--- src/rtl/mux_skid_stage.sv ---
// Operand/writeback source selector feeding a valid/ready stage.
// A one-entry skid register keeps in_ready purely registered.
module mux_skid_stage #(
    parameter int WIDTH = 32,
    parameter int NSRC  = 4,
    parameter int SELW  = 2
) (
    input  logic                  clk,
    input  logic                  rstn,
    input  logic                  in_valid,
    output logic                  in_ready,
    input  logic [SELW-1:0]       sel,
    input  logic [NSRC*WIDTH-1:0] din,
    input  logic                  flush,
    output logic                  out_valid,
    input  logic                  out_ready,
    output logic [WIDTH-1:0]      dout,
    output logic                  out_sel_err
);

    // Handshake: a beat moves on a rising edge where valid & ready are both
    // high; the sender holds sel/din stable until that edge.

    logic             skid_valid;
    logic [WIDTH-1:0] skid_data;
    logic             skid_err;
    logic [WIDTH-1:0] mux_data;
    logic             mux_err;
    logic             accept;
    logic             drain;

    // Out-of-range select falls back to source 0 and raises the error flag.
    always_comb begin
        mux_data = din[WIDTH-1:0];
        mux_err  = 1'b1;
        for (int k = 0; k < NSRC; k++) begin
            if (sel == SELW'(k)) begin
                mux_data = din[k*WIDTH +: WIDTH];
                mux_err  = 1'b0;
            end
        end
    end

    assign in_ready = ~skid_valid;
    assign accept   = in_valid & in_ready;
    assign drain    = out_valid & out_ready;

    always_ff @(posedge clk or negedge rstn) begin
        if (!rstn) begin
            out_valid   <= 1'b0;
            dout        <= '0;
            out_sel_err <= 1'b0;
            skid_valid  <= 1'b0;
            skid_data   <= '0;
            skid_err    <= 1'b0;
        end else if (flush) begin
            out_valid  <= 1'b0;
            skid_valid <= 1'b0;
        end else if (!out_valid || drain) begin
            // The skid beat is older than any new beat, so it goes first.
            if (skid_valid) begin
                out_valid   <= 1'b1;
                dout        <= skid_data;
                out_sel_err <= skid_err;
                skid_valid  <= 1'b0;
            end else if (accept) begin
                out_valid   <= 1'b1;
                dout        <= mux_data;
                out_sel_err <= mux_err;
            end else begin
                out_valid <= 1'b0;
            end
        end else if (accept) begin
            skid_valid <= 1'b1;
            skid_data  <= mux_data;
            skid_err   <= mux_err;
        end
    end

endmodule

--- config.mk ---
export PLATFORM = sky130hd
export DESIGN_NAME = mux_skid_stage
export DESIGN_NICKNAME = d
export VERILOG_FILES = /design/src/rtl/mux_skid_stage.sv
export SDC_FILE = /design/constraint.sdc
export NUM_CORES = 1
export LEC_CHECK = 0
export ABC_AREA = 1
export CORE_MARGIN = 2
export CORE_UTILIZATION = 43
export CTS_CLUSTER_SIZE = 20
export DETAILED_ROUTE_END_ITERATION = 16
export GPL_TIMING_DRIVEN = 0
export PLACE_DENSITY_LB_ADDON = 0.1
export RECOVER_POWER = 25
export SLEW_MARGIN = 20
export SYNTH_ARGS = -nofsm -noshare
export SYNTH_HDL_FRONTEND = slang
export SYNTH_SLANG_ARGS = --single-unit
--- constraint.sdc ---
create_clock -name clk -period 1.5 [get_ports clk]
set_input_delay 0.225 -clock clk [delete_from_list [all_inputs] [get_ports clk]]
set_output_delay 0.225 -clock clk [all_outputs]
set_load 0.02 [all_outputs]
==> metrics list <==
* Run status: completed
- Total wire length after detailed routing: 13.77 mm
- Final hold vios: 0
* Max-cap check violation count: 0
- Once the floorplan was initialized, standard cells occupied 44.24% of the core.
- On the final layout, the worst hold slack is 0.3680 ns.
- In this run, CTS created clock tree buffers numbering 9.
* CTS Root Buffer Type: sky130_fd_sc_hd__clkbuf_8
- The clock passes through at most 2 buffers.
* Clock insertion delay at the later pin of the skew report: 0.34 ns
- Die Area: 10,260 um^2
* Die height: 101.3 um
* Number of DRC violations after detailed-routing iteration 0: 243
* Number of levels in the clock H-tree: 3
- Total power draw: 5770 uW
- Top layer reached by signal wires: met4
* Sinks on the clock net: 68
- Final period demand of the worst path: 1.454 ns
- ANT cells: 0
- Cell Area, Synth: 4069 um^2
* Core region area: 9196 um^2
* Slew at the pin closest to its max-slew limit: 0.8049 ns
- After detailed routing, the wire length on met1 is 5.685 mm.
* Core Rows: 35
- DR pass1 iterations: 4
* Cell Pwr Density: 941.7 nW/um^2
- The number of max-slew violations in the final report was 0.
* Length in cells of the worst reg-to-reg path: 8
- Cell types with the highest counts after synthesis: sky130_fd_sc_hd__nand2_1, sky130_fd_sc_hd__nor2_1, sky130_fd_sc_hd__dfrtp_1
- TritonCTS built the clock tree.
- Post-synthesis average cell area: 7.040 um^2
* Fraction of final layout cells sized beyond drive strength 1: 9.126%
- Area fraction in compound gates after synthesis: 5.597%
* Nets in the synthesized netlist: 713
- Along the worst path, the maximum fanout reaches 19.
- Static Leakage: 0.002982 uW
- Fraction of the mapped netlist area in adder cells: 0%
- By area the synthesized netlist is led by sky130_fd_sc_hd__dfrtp_1, sky130_fd_sc_hd__nand2_1, sky130_fd_sc_hd__nor2_1, sky130_fd_sc_hd__nand3_1, sky130_fd_sc_hd__nand3b_1.
- Detailed-routed wire length on met2: 6.734 mm
- In this run, placement finished with an instance count of 858.
- Global-route usage over all layers: 27.34%
* Data arrival time of the worst path: 1.23 ns
- Startpoint class of the critical path: register
- Worst-path clk slew: 0.08 ns
* Critical register-to-register path endpoint: skid_data[3]
- In this run the critical register-to-register path is launched from skid_valid.
- Via count of the first global-routing pass: 4,634
- Leading cell type by number of instances after synthesis: sky130_fd_sc_hd__nand2_1
- In this design, the stage delay of the slowest critical-path cell is 0.40 ns.
* Global-route wire length before repair: 22.07 mm
- In the synthesized netlist the async set-or-reset flop fraction comes to 100.0%.
* DPL Wire Length: 10.16 mm
- Biggest area consumer among synthesized cells: sky130_fd_sc_hd__dfrtp_1
* Wire length on met3: 996 um
* Number of antenna-violating nets in the routed design: 0
- From left edge to right edge, the die measures 101.3 um.
* Capturing element type of the critical path: output pin
- Setup repair after global routing could not meet its margin everywhere.
* Capturing instance or port of the critical path: in_ready
- In the synthesized netlist the dominant register cell turns out to be sky130_fd_sc_hd__dfrtp_1.
* Minimum setup slack among reg-to-reg paths: 0.06 ns
- Area added between synthesis and finish: 50.58%
* Multiplexer share of the synthesized area: 0%
* Synthesized instance count: 578
- The clock arrives with 0.01281 ns of skew.
* VDD IR max: 0.5309 mV
- Count of input and output buffers: 168
* Global route overflow: 0
- Type of the setup path with the least slack: reg2out
- By area, the combinational part of the netlist is dominated by simple AND/OR/NAND/NOR gates.
- Count of endpoints failing setup in the final report: 0
- Number of distinct standard cells referenced by the synthesized netlist: 20
- Routed vias: 4,640
* Number of enable flip-flop cells after synthesis: 0
* Final worst path period share: 96.94%
* Routability congestion estimate: 0.8788
* Max-slew headroom at the worst pin: 46.34%
- 170 I/O pins were placed.
* Basic-gate share of the synthesized area counting and, or, nand and nor cells: 46.06%
- In this run the worst hold path is classified as in2reg.
- The critical path starts at skid_valid.
* Maximum clock rate: 687.7 MHz
- Required @ worst endpoint: 1.27 ns
- Synthesis inferred 68 register bits.
* Post-layout instance count excluding filler cells: 878
- Of the synthesized area, sequential elements account for 41.82%.
* Count of synthesis-stage warnings from yosys: 0
- Sequence of cells on the critical path: inv_2 -> buf_6 -> buf_4
* Detail-routed net length per standard cell: 15.68 um
- DRC errors left: 0
- In this run the biggest area consumer among cell types represents 41.82% of the synthesized area.
- Of the total synthesized cell area, the portion taken by XOR and XNOR cells is 0%.
- Number of antenna violations at the first check in global routing: 0
- CP max stage cell: sky130_fd_sc_hd__dfrtp_1
- Pin count of the biggest net entering global routing: 39
- Average vias per placed instance: 5.285
- For this run, the post-layout net count is 897.
[how the worst min path moves through the flow]
stage	endpoint	cells past startpoint	startpoint	slack, ns
final	skid_data[31]	5	sel[1]	0.37
after global placement	dout[25]	2	dout[25]	0.46
after floorplan	dout[0]	0	rstn	-0.07
after global routing	skid_data[31]	5	sel[1]	0.41
after detailed placement	dout[28]	1	rstn	0.19
after CTS	dout[28]	2	rstn	0.36
[per-stage QoR]
step / utilization (%) / cell area [um^2] / setup TNS, ns / worst slack, ns
global placement: 64.04 / 5889 / -159.22 / -2.136
global route: 66.63 / 6127 / -0.04418 / -0.03981
finish: 66.63 / 6127 / 0 / 0.04590
detailed placement: 64.23 / 5907 / -17.11 / -0.3492
CTS: 65.92 / 6062 / -0.6782 / -0.05167
floorplan: - / 4069 / 0 / 0.1253
[sequential cells by signal, indices dropped and copies added (netlist names)]
register / flops
out_sel_err: 1
skid_data: 32
skid_valid: 1
skid_err: 1
out_valid: 1
dout: 32
[cells by family (layout without fill, tap and decap cells)]
family | Yosys count | in the layout
AO/OA/AOI/OAI | 37 | 37
AND/OR/NAND/NOR | 424 | 424
flip-flops | 68 | 68
buffers and inverters | 49 | 238
[routing by layer]
| layer | global-route usage, % | vias up |
|---|---|---|
| li1 | - | 2238 |
| met1 | 35.41 | 2176 |
| met4 | 9.459 | 0 |
| met5 | 0 | - |
| met3 | 3.934 | 26 |
| met2 | 46.92 | 200 |
[layout by cell type (no fill, tap or decap), types with 4 or more instances in the layout]
| cell | netlist | final |
|---|---|---|
| sky130_fd_sc_hd__clkbuf_8 | 0 | 10 |
| sky130_fd_sc_hd__clkdlybuf4s50_1 | 0 | 131 |
| sky130_fd_sc_hd__buf_2 | 24 | 15 |
| sky130_fd_sc_hd__or2_0 | 29 | 29 |
| sky130_fd_sc_hd__nor2_1 | 100 | 97 |
| sky130_fd_sc_hd__a31oi_1 | 32 | 32 |
| sky130_fd_sc_hd__buf_6 | 3 | 7 |
| sky130_fd_sc_hd__inv_1 | 5 | 5 |
| sky130_fd_sc_hd__nand3b_1 | 30 | 30 |
| sky130_fd_sc_hd__nand3_1 | 66 | 66 |
| sky130_fd_sc_hd__clkbuf_1 | 6 | 4 |
| sky130_fd_sc_hd__buf_4 | 7 | 12 |
| sky130_fd_sc_hd__nand2_1 | 195 | 195 |
| sky130_fd_sc_hd__clkinvlp_4 | 0 | 4 |
| sky130_fd_sc_hd__dfrtp_1 | 68 | 68 |
| sky130_fd_sc_hd__dlygate4sd2_1 | 0 | 34 |
[layout make-up]
type,instances,area [um^2]
timing repair buffer,174,1698
clock inverter,6,40.04
multi-input combinational,461,2113
clock buffer,10,137.6
fill,791,3069
inverter,9,36.28
buffer,39,261.5
sequential,68,1702
tap,111,138.9
[critical path, delay by kind of cell, from the launching register on]
| kind | cells | cell delay, ns |
|---|---|---|
| buffers and inverters | 3 | 0.49 |
| DFF | 1 | 0.40 |
[report_power, final]
| part | leakage, uW | switching (uW) | total [uW] | internal (uW) |
|---|---|---|---|---|
| registers | 0.000818 | 239 | 2520 | 2280 |
| logic | 0.00208 | 977 | 1870 | 894 |
| clock network | 0.0000803 | 740 | 1380 | 638 |
[timing repair]
action,CTS,global route
hold buffers,1,0
pin swaps,0,1
gates resized for setup,43,23
cloned,0,1
buffers inserted,0,3
endpoints found under the setup margin,51,55
endpoints found under the hold margin,30,0
(Power assumes the default switching activity.)
